<file path="src/rtl/ex3_pkg.sv">
// Excess-3 constants shared by the BCD-to-Excess-3 encode path and the
// Excess-3-to-BCD decode path.
package ex3_pkg;

  localparam logic [3:0] EX3_OFFSET  = 4'b0011;
  localparam int         BCD_DIGIT_W = 4;
  localparam logic [3:0] BCD_MAX     = 4'd9;

  // Bit of the Excess-3 offset that is added at a given bit position of a digit
  function automatic logic ex3_k_bit(input logic [1:0] pos);
    return EX3_OFFSET[pos];
  endfunction

endpackage

</file>
<file path="src/rtl/ex3_bit_slice.sv">
// One-bit full-adder slice used for the serial digit + offset addition.
module ex3_bit_slice (
  input  logic in_bit,
  input  logic k,
  input  logic carry,
  output logic sum,
  output logic carry_next
);

  assign sum        = in_bit ^ k ^ carry;
  assign carry_next = (in_bit & k) | (in_bit & carry) | (k & carry);

endmodule

</file>
<file path="src/rtl/bcd_to_ex3_serial.sv">
// Bit-serial BCD to Excess-3 encoder. Digits arrive LSB-first, least
// significant digit first; each digit has 0011 added mod 16 through a
// single full-adder slice, and non-BCD digits are flagged per word.
module bcd_to_ex3_serial
  import ex3_pkg::*;
#(
  parameter int DIGITS = 4
) (
  input  logic clk,
  input  logic rst,
  input  logic in_valid,
  input  logic in_bit,
  input  logic in_first,
  output logic out_valid,
  output logic out_bit,
  output logic out_last,
  output logic out_err
);

  localparam int DW = (DIGITS > 1) ? $clog2(DIGITS) : 1;
  localparam logic [DW-1:0] LAST_DIGIT = DW'(DIGITS - 1);

  logic [1:0]    pos;
  logic [DW-1:0] digit;
  logic          carry;
  logic          b1;
  logic          b2;
  logic          acc;

  logic [1:0]    pos_eff;
  logic [DW-1:0] digit_eff;
  logic          carry_in;
  logic          acc_eff;
  logic          k;
  logic          sum;
  logic          carry_out;
  logic          digit_bad;
  logic          is_last;

  ex3_bit_slice u_slice (
    .in_bit     (in_bit),
    .k          (k),
    .carry      (carry_in),
    .sum        (sum),
    .carry_next (carry_out)
  );

  // Resolve where this bit lands: in_first restarts the word at bit 0 of digit 0
  always_comb begin
    pos_eff   = pos;
    digit_eff = digit;
    acc_eff   = acc;
    if (in_first) begin
      pos_eff   = 2'd0;
      digit_eff = '0;
      acc_eff   = 1'b0;
    end
    carry_in  = (pos_eff == 2'd0) ? 1'b0 : carry;
    k         = ex3_k_bit(pos_eff);
    digit_bad = (pos_eff == 2'd3) & in_bit & (b1 | b2);
    is_last   = (pos_eff == 2'd3) && (digit_eff == LAST_DIGIT);
  end

  // Advance counters, hold bits 1/2, accumulate errors and register outputs
  always_ff @(posedge clk) begin
    if (rst) begin
      pos       <= 2'd0;
      digit     <= '0;
      carry     <= 1'b0;
      b1        <= 1'b0;
      b2        <= 1'b0;
      acc       <= 1'b0;
      out_valid <= 1'b0;
      out_bit   <= 1'b0;
      out_last  <= 1'b0;
      out_err   <= 1'b0;
    end else if (in_valid) begin
      out_valid <= 1'b1;
      out_bit   <= sum;
      out_last  <= is_last;
      out_err   <= is_last & (acc_eff | digit_bad);
      pos       <= pos_eff + 2'd1;
      carry     <= carry_out;
      if (pos_eff == 2'd1) b1 <= in_bit;
      if (pos_eff == 2'd2) b2 <= in_bit;
      if (pos_eff == 2'd3) begin
        if (is_last) begin
          digit <= '0;
          acc   <= 1'b0;
        end else begin
          digit <= digit_eff + DW'(1);
          acc   <= acc_eff | digit_bad;
        end
      end else begin
        digit <= digit_eff;
        acc   <= acc_eff;
      end
    end else begin
      out_valid <= 1'b0;
      out_bit   <= 1'b0;
      out_last  <= 1'b0;
      out_err   <= 1'b0;
    end
  end

endmodule

</file>
<file path="config.mk">
export PLATFORM = sky130hd
export DESIGN_NAME = bcd_to_ex3_serial
export DESIGN_NICKNAME = d
export VERILOG_FILES = /design/src/rtl/ex3_pkg.sv /design/src/rtl/ex3_bit_slice.sv /design/src/rtl/bcd_to_ex3_serial.sv
export SDC_FILE = /design/constraint.sdc
export NUM_CORES = 1
export LEC_CHECK = 0
export ABC_CLOCK_PERIOD_IN_PS = 1430
export CORE_MARGIN = 2
export CORE_UTILIZATION = 40
export CTS_CLUSTER_SIZE = 25
export DETAILED_ROUTE_END_ITERATION = 8
export DONT_BUFFER_PORTS = 1
export PLACE_DENSITY_LB_ADDON = 0.15
export SYNTH_ARGS = -nofsm -noshare
export SYNTH_HDL_FRONTEND = slang
export SYNTH_SLANG_ARGS = --single-unit
</file>
<file path="constraint.sdc">
create_clock -name clk -period 1.43 [get_ports clk]
set_input_delay 0.2145 -clock clk [delete_from_list [all_inputs] [get_ports clk]]
set_output_delay 0.2145 -clock clk [all_outputs]
set_load 0.005 [all_outputs]
</file>
# After elaboration in Yosys (flattened, before gate mapping)
# Index checks and enable logic that the tools add are counted.
# word_totals
reg_bits,12
input_bits,5
# op_classes
n_addsub,2
magnitude_cmp,1
n_eq_ne,4
mux,11
n_bitwise,13
n_reduce_logical,5
# op_table
op,count
2-to-1 mux 2 bit,4
AND 1 bit,6
== test 2 bit (second input constant),3
2-to-1 mux 1 bit,6
adder 2 x 1 -> 2 bit (second input constant),2
bitwise OR 1 bit,4
AND reduction 2 bit,2
less-than comparator 2 x 3 -> 1 bit (second input constant),1
binary-select mux 1 bit (select 2 bit),1
== test 2 x 1 -> 1 bit (second input constant),1
zero test 2 bit,1
OR reduction 2 bit,1
bitwise XOR 1 bit,2
logical AND 1 bit,1
NOT 1 bit,1

# Depth between registers and ports, before layout
# depth
word_depth,7
ltp_mapped,6
mapped_depth_nobuf,6

# Modules after synthesis
# Synthesis repeated with hierarchy kept, for this count alone.
# hier_totals
cells_unflattened,57
area_unflattened_um2,588.1
# by_module_without_submodules
module,instances,cells_per_inst,area_per_inst_um2
bcd_to_ex3_serial,1,56,568.0
ex3_bit_slice,1,1,20.0

# Worst setup path after synthesis
# OpenSTA, ideal clock, no wires.
# synth_path
path_kind,register -> register
start,register pos[0]
end,register out_bit
setup_ps,116
arrival_time_ps,1108
required_time_ps,1314
setup_slack_ps,206
path_stages_with_launch,7
path_buffers,0
synth_period_minus_slack_ps,1224
cell_sequence,dfxtp_1 -> nor2b_4 -> inv_1 -> ha_1 -> nor2b_1 -> xnor2_1 -> nor3_1
# synth_via
elab_chain_len,5
word_cells_on_any_way,7
classes_between,4 x mux; 2 x bitwise; 1 x reduce/logical
# synth_rtl
element,line_no,text
from (decl),bcd_to_ex3_serial.sv:23,logic [1:0] pos;
from (signal assigned),bcd_to_ex3_serial.sv:82,pos <= pos_eff + 2'd1;
2-to-1 mux 2 bit *,bcd_to_ex3_serial.sv:53,if (in_first) begin
binary-select mux 1 bit (select 2 bit),ex3_pkg.sv:11,return EX3_OFFSET[pos];
2-to-1 mux 1 bit (implied by the code),ex3_pkg.sv:11,
bitwise XOR 1 bit,ex3_bit_slice.sv:10,assign sum = in_bit ^ k ^ carry;
bitwise XOR 1 bit *,ex3_bit_slice.sv:10,
to (signal assigned),bcd_to_ex3_serial.sv:79,out_bit <= sum;
to (decl),bcd_to_ex3_serial.sv:15,"output logic out_bit,"
# Every way passes the cells marked *; elsewhere a longest branch is shown, timed or not. The select of a mux whose other input is x is not followed.
# A chain may end at the register's enable or synchronous reset.

# Worst setup path in the final report
# Same ends and word-level chain as after synthesis.

==> results.md <==
- Run status: finished clean
- Clock sink count: 12
- Final setup TNS: 0 ns
- Multi-input logic area: about 320 um^2
- Initial DRC count: 4
- Vias per cell: around 5.2
- Port buffer count: 0
- Most frequent cells in the layout: 12 x dfxtp_1, 6 x nand2_1, 5 x nor2_1, 5 x ha_1
- Vias in the first global route: 415
- Starting Density: approximately 44%
- Synth area leaders: dfxtp_1 40%, ha_1 11%, nor2b_1 4.2%, buf_6 3.8%, nand2_1 3.8%
- Final critical-path share of the clock period: between 90% and 100%
- Final Critical Period: roughly 1.3 ns
- Crit end category: flip-flop
- Hold depth: 1
- Reg clk slew, reported paths: roughly 0.07 ns
- #FFs+latches synth: 12
- Critical path, cell by cell: nor2b_4 -> inv_1 -> ha_1 -> nor2b_1 -> xnor2_1 -> nor3_1
- Final Hold Fails: 0
- Least-Margin Pin Slew: about 0.33 ns
- Synth Cell Area: about 600 um^2
- R2R depth: 6
- Drt total wl: between 900 and 1000 um
- Unrepaired setup endpoints after global routing: no
- Die area: about 0.0018 mm^2
- Sequential area share after synthesis: approximately 40%
- Antenna violations before repair: 0
- Crit path largest cell delay: ~0.38 ns
- Clk_skew: roughly 0.00092 ns
- Syn nets: 74
- Hold path startpoint: rst
- Yosys top cell by area: dfxtp_1
- Std cell rows: 13
- CTS tree: done
- Worst-path fanout max: 5
- Fin. max-slew vios: 0
- Detailed Routing Iterations Pass 1: 2
- Share of cells above drive strength 1: between 10% and 20%
- GRT Overall Usage: about an eighth
- WP data arrival: ~1.5 ns
- Largest net degree at the start of global routing: 13
- Setup crit start kind: flip-flop
- ANT cells: 0
- Io pins: 9
- Storage cell area: 240 um^2
- Buf+Inv Stages, Crit Path: 1
- Worst Setup Path Type: reg2reg
- Cell chosen for the clock root: clkbuf_4
- Cells after synthesis: 64
- Die Width: between 40 and 50 um
- # H-tree levels: 1
- Rel. slew slack: slightly below 80%
- Critical R2R Launch: pos[0]
- Worst hold path type: in2reg
- Filler Cell Count: roughly 130
- Worst skew pair latency: ~0.27 ns
- Routed vias: between 400 and 500
- Power per standard cell area: 953 mW/mm^2
- Hold path endpoint: out_valid
- Gpl congestion: approximately 0.71
- Commonest non-fill, non-tap cell in the layout: dfxtp_1
- Die Span Y: about 43 um
- Fin nets: 80
- VDD IR-drop max: approximately 0.58 mV
- First-pass GRT wire length: about 1700 um
- P_leak: 0.254 nW
- Final Core Density: a little under half
- Area growth, synth to finish: 7.77%
- Delay-heaviest family, CP: simple AND/OR/NAND/NOR gates
- Max-Cap Viols: 0
- Slack of the worst reg-to-reg path: between 0.1 and 0.15 ns
- Antenna-violating nets left: 0
- # DRC: 0
- Total number of yosys warnings: 0
- Final setup vio count: 0
- GR Overflow Total: 0
- Netlist cell types: 23
- DP HPWL: ~730 um
- Max Freq: between 700 and 800 MHz
- CP max-delay cell: dfxtp_1
- WP data required: ~1.6 ns
- CTS buffer count: 3
- Clock buffer depth: 2
- Post-DR wirelength/cell: between 10 and 15 um
- Reg-to-reg critical path endpoint: out_bit
- Yosys top cell area share: 40.3%
- Placeable Area: roughly 0.0014 mm^2
- Average size of a mapped cell: 9.31 um^2
==> routing by layer <==
layer  global-route usage [%]  vias to the layer above  wire (um)
met5                        0                        -          0
met4                     3.75                        0         11
met3                     7.76                        2         57
met2                     18.8                       10        436
met1                     16.2                      196        486
li1                         -                      225          -
==> logic make-up (layout without fill, tap and decap cells) <==
logic type,Yosys count,after routing,share of synthesized area [%]
adders and majority gates,5,5,10.5
and+or+nand+nor,24,24,22.5
muxes,2,2,3.36
xor gates and xnor gates,1,1,1.47
DFF,12,12,40.3
buffers and inverters,6,10,6.30
AOI/OAI and AO/OA,14,14,15.5
==> flip-flops by register name, summed over array words and instances (netlist names) <==
register   count
b1             1
out_bit        1
out_valid      1
out_err        1
acc            1
pos            2
carry          1
out_last       1
digit          2
b2             1
==> Yosys cell counts <==
library cell / number
nand2_1: 6
inv_1: 4
o21ba_2: 1
nand2b_1: 2
xnor2_1: 1
dfxtp_1: 12
buf_6: 2
nand3_2: 1
a21oi_1: 4
nor2_1: 5
o31ai_2: 1
mux2i_1: 2
o21ai_0: 4
ha_1: 5
nor2b_1: 4
a221o_1: 1
nor2b_2: 1
and3_2: 1
nor3_1: 2
nor2b_4: 1
nand3_1: 1
o21ai_1: 1
a211oi_1: 2
==> repair_timing <==
action / 4_1_cts / 5_1_grt
hold buffers: 1 / 1
endpoints found under the setup margin: 0 / 0
resized for setup: 0 / 0
buffers inserted: 0 / 0
hold endpoints to repair: 6 / 1
==> metrics by stage <==
step	hold WS (ns)	area [um^2]	total power (W)	setup slack, ns	std cells
floorplan	0.358	596	0.000407	0.206	64
global placement	0.287	599	0.000407	0.161	78
detailed placement	0.287	599	0.000406	0.128	78
CTS	0.00352	632	0.000618	0.103	82
global route	0.00207	642	0.000639	0.0115	83
finish	0.0122	642	0.000611	0.119	83
==> report_power, final <==
part | switching, W | internal, W
Combinational | 0.0000252 | 0.0000283
Sequential | 0.00000626 | 0.000345
Clock | 0.000109 | 0.0000975
==> area by class of cell <==
cell class / count / area share (%)
inverter: 4 / 2.34
timing repair buffer: 3 / 4.29
sequential: 12 / 37.4
multi-input combinational: 46 / 49.5
tap: 15 / 2.92
clock buffer: 3 / 3.51
==> how the worst max path moves through the flow <==
stage                     startpoint      end  slack, ns  cells past startpoint
after detailed placement      pos[0]  out_bit       0.13                      6
final                         pos[0]  out_bit       0.12                      6
after global routing          pos[0]    carry       0.01                      6
after floorplan               pos[0]  out_bit       0.21                      6
after global placement        pos[0]  out_bit       0.16                      6
after CTS                     pos[0]  out_bit       0.10                      6
Power figures use the tool's default switching activity.
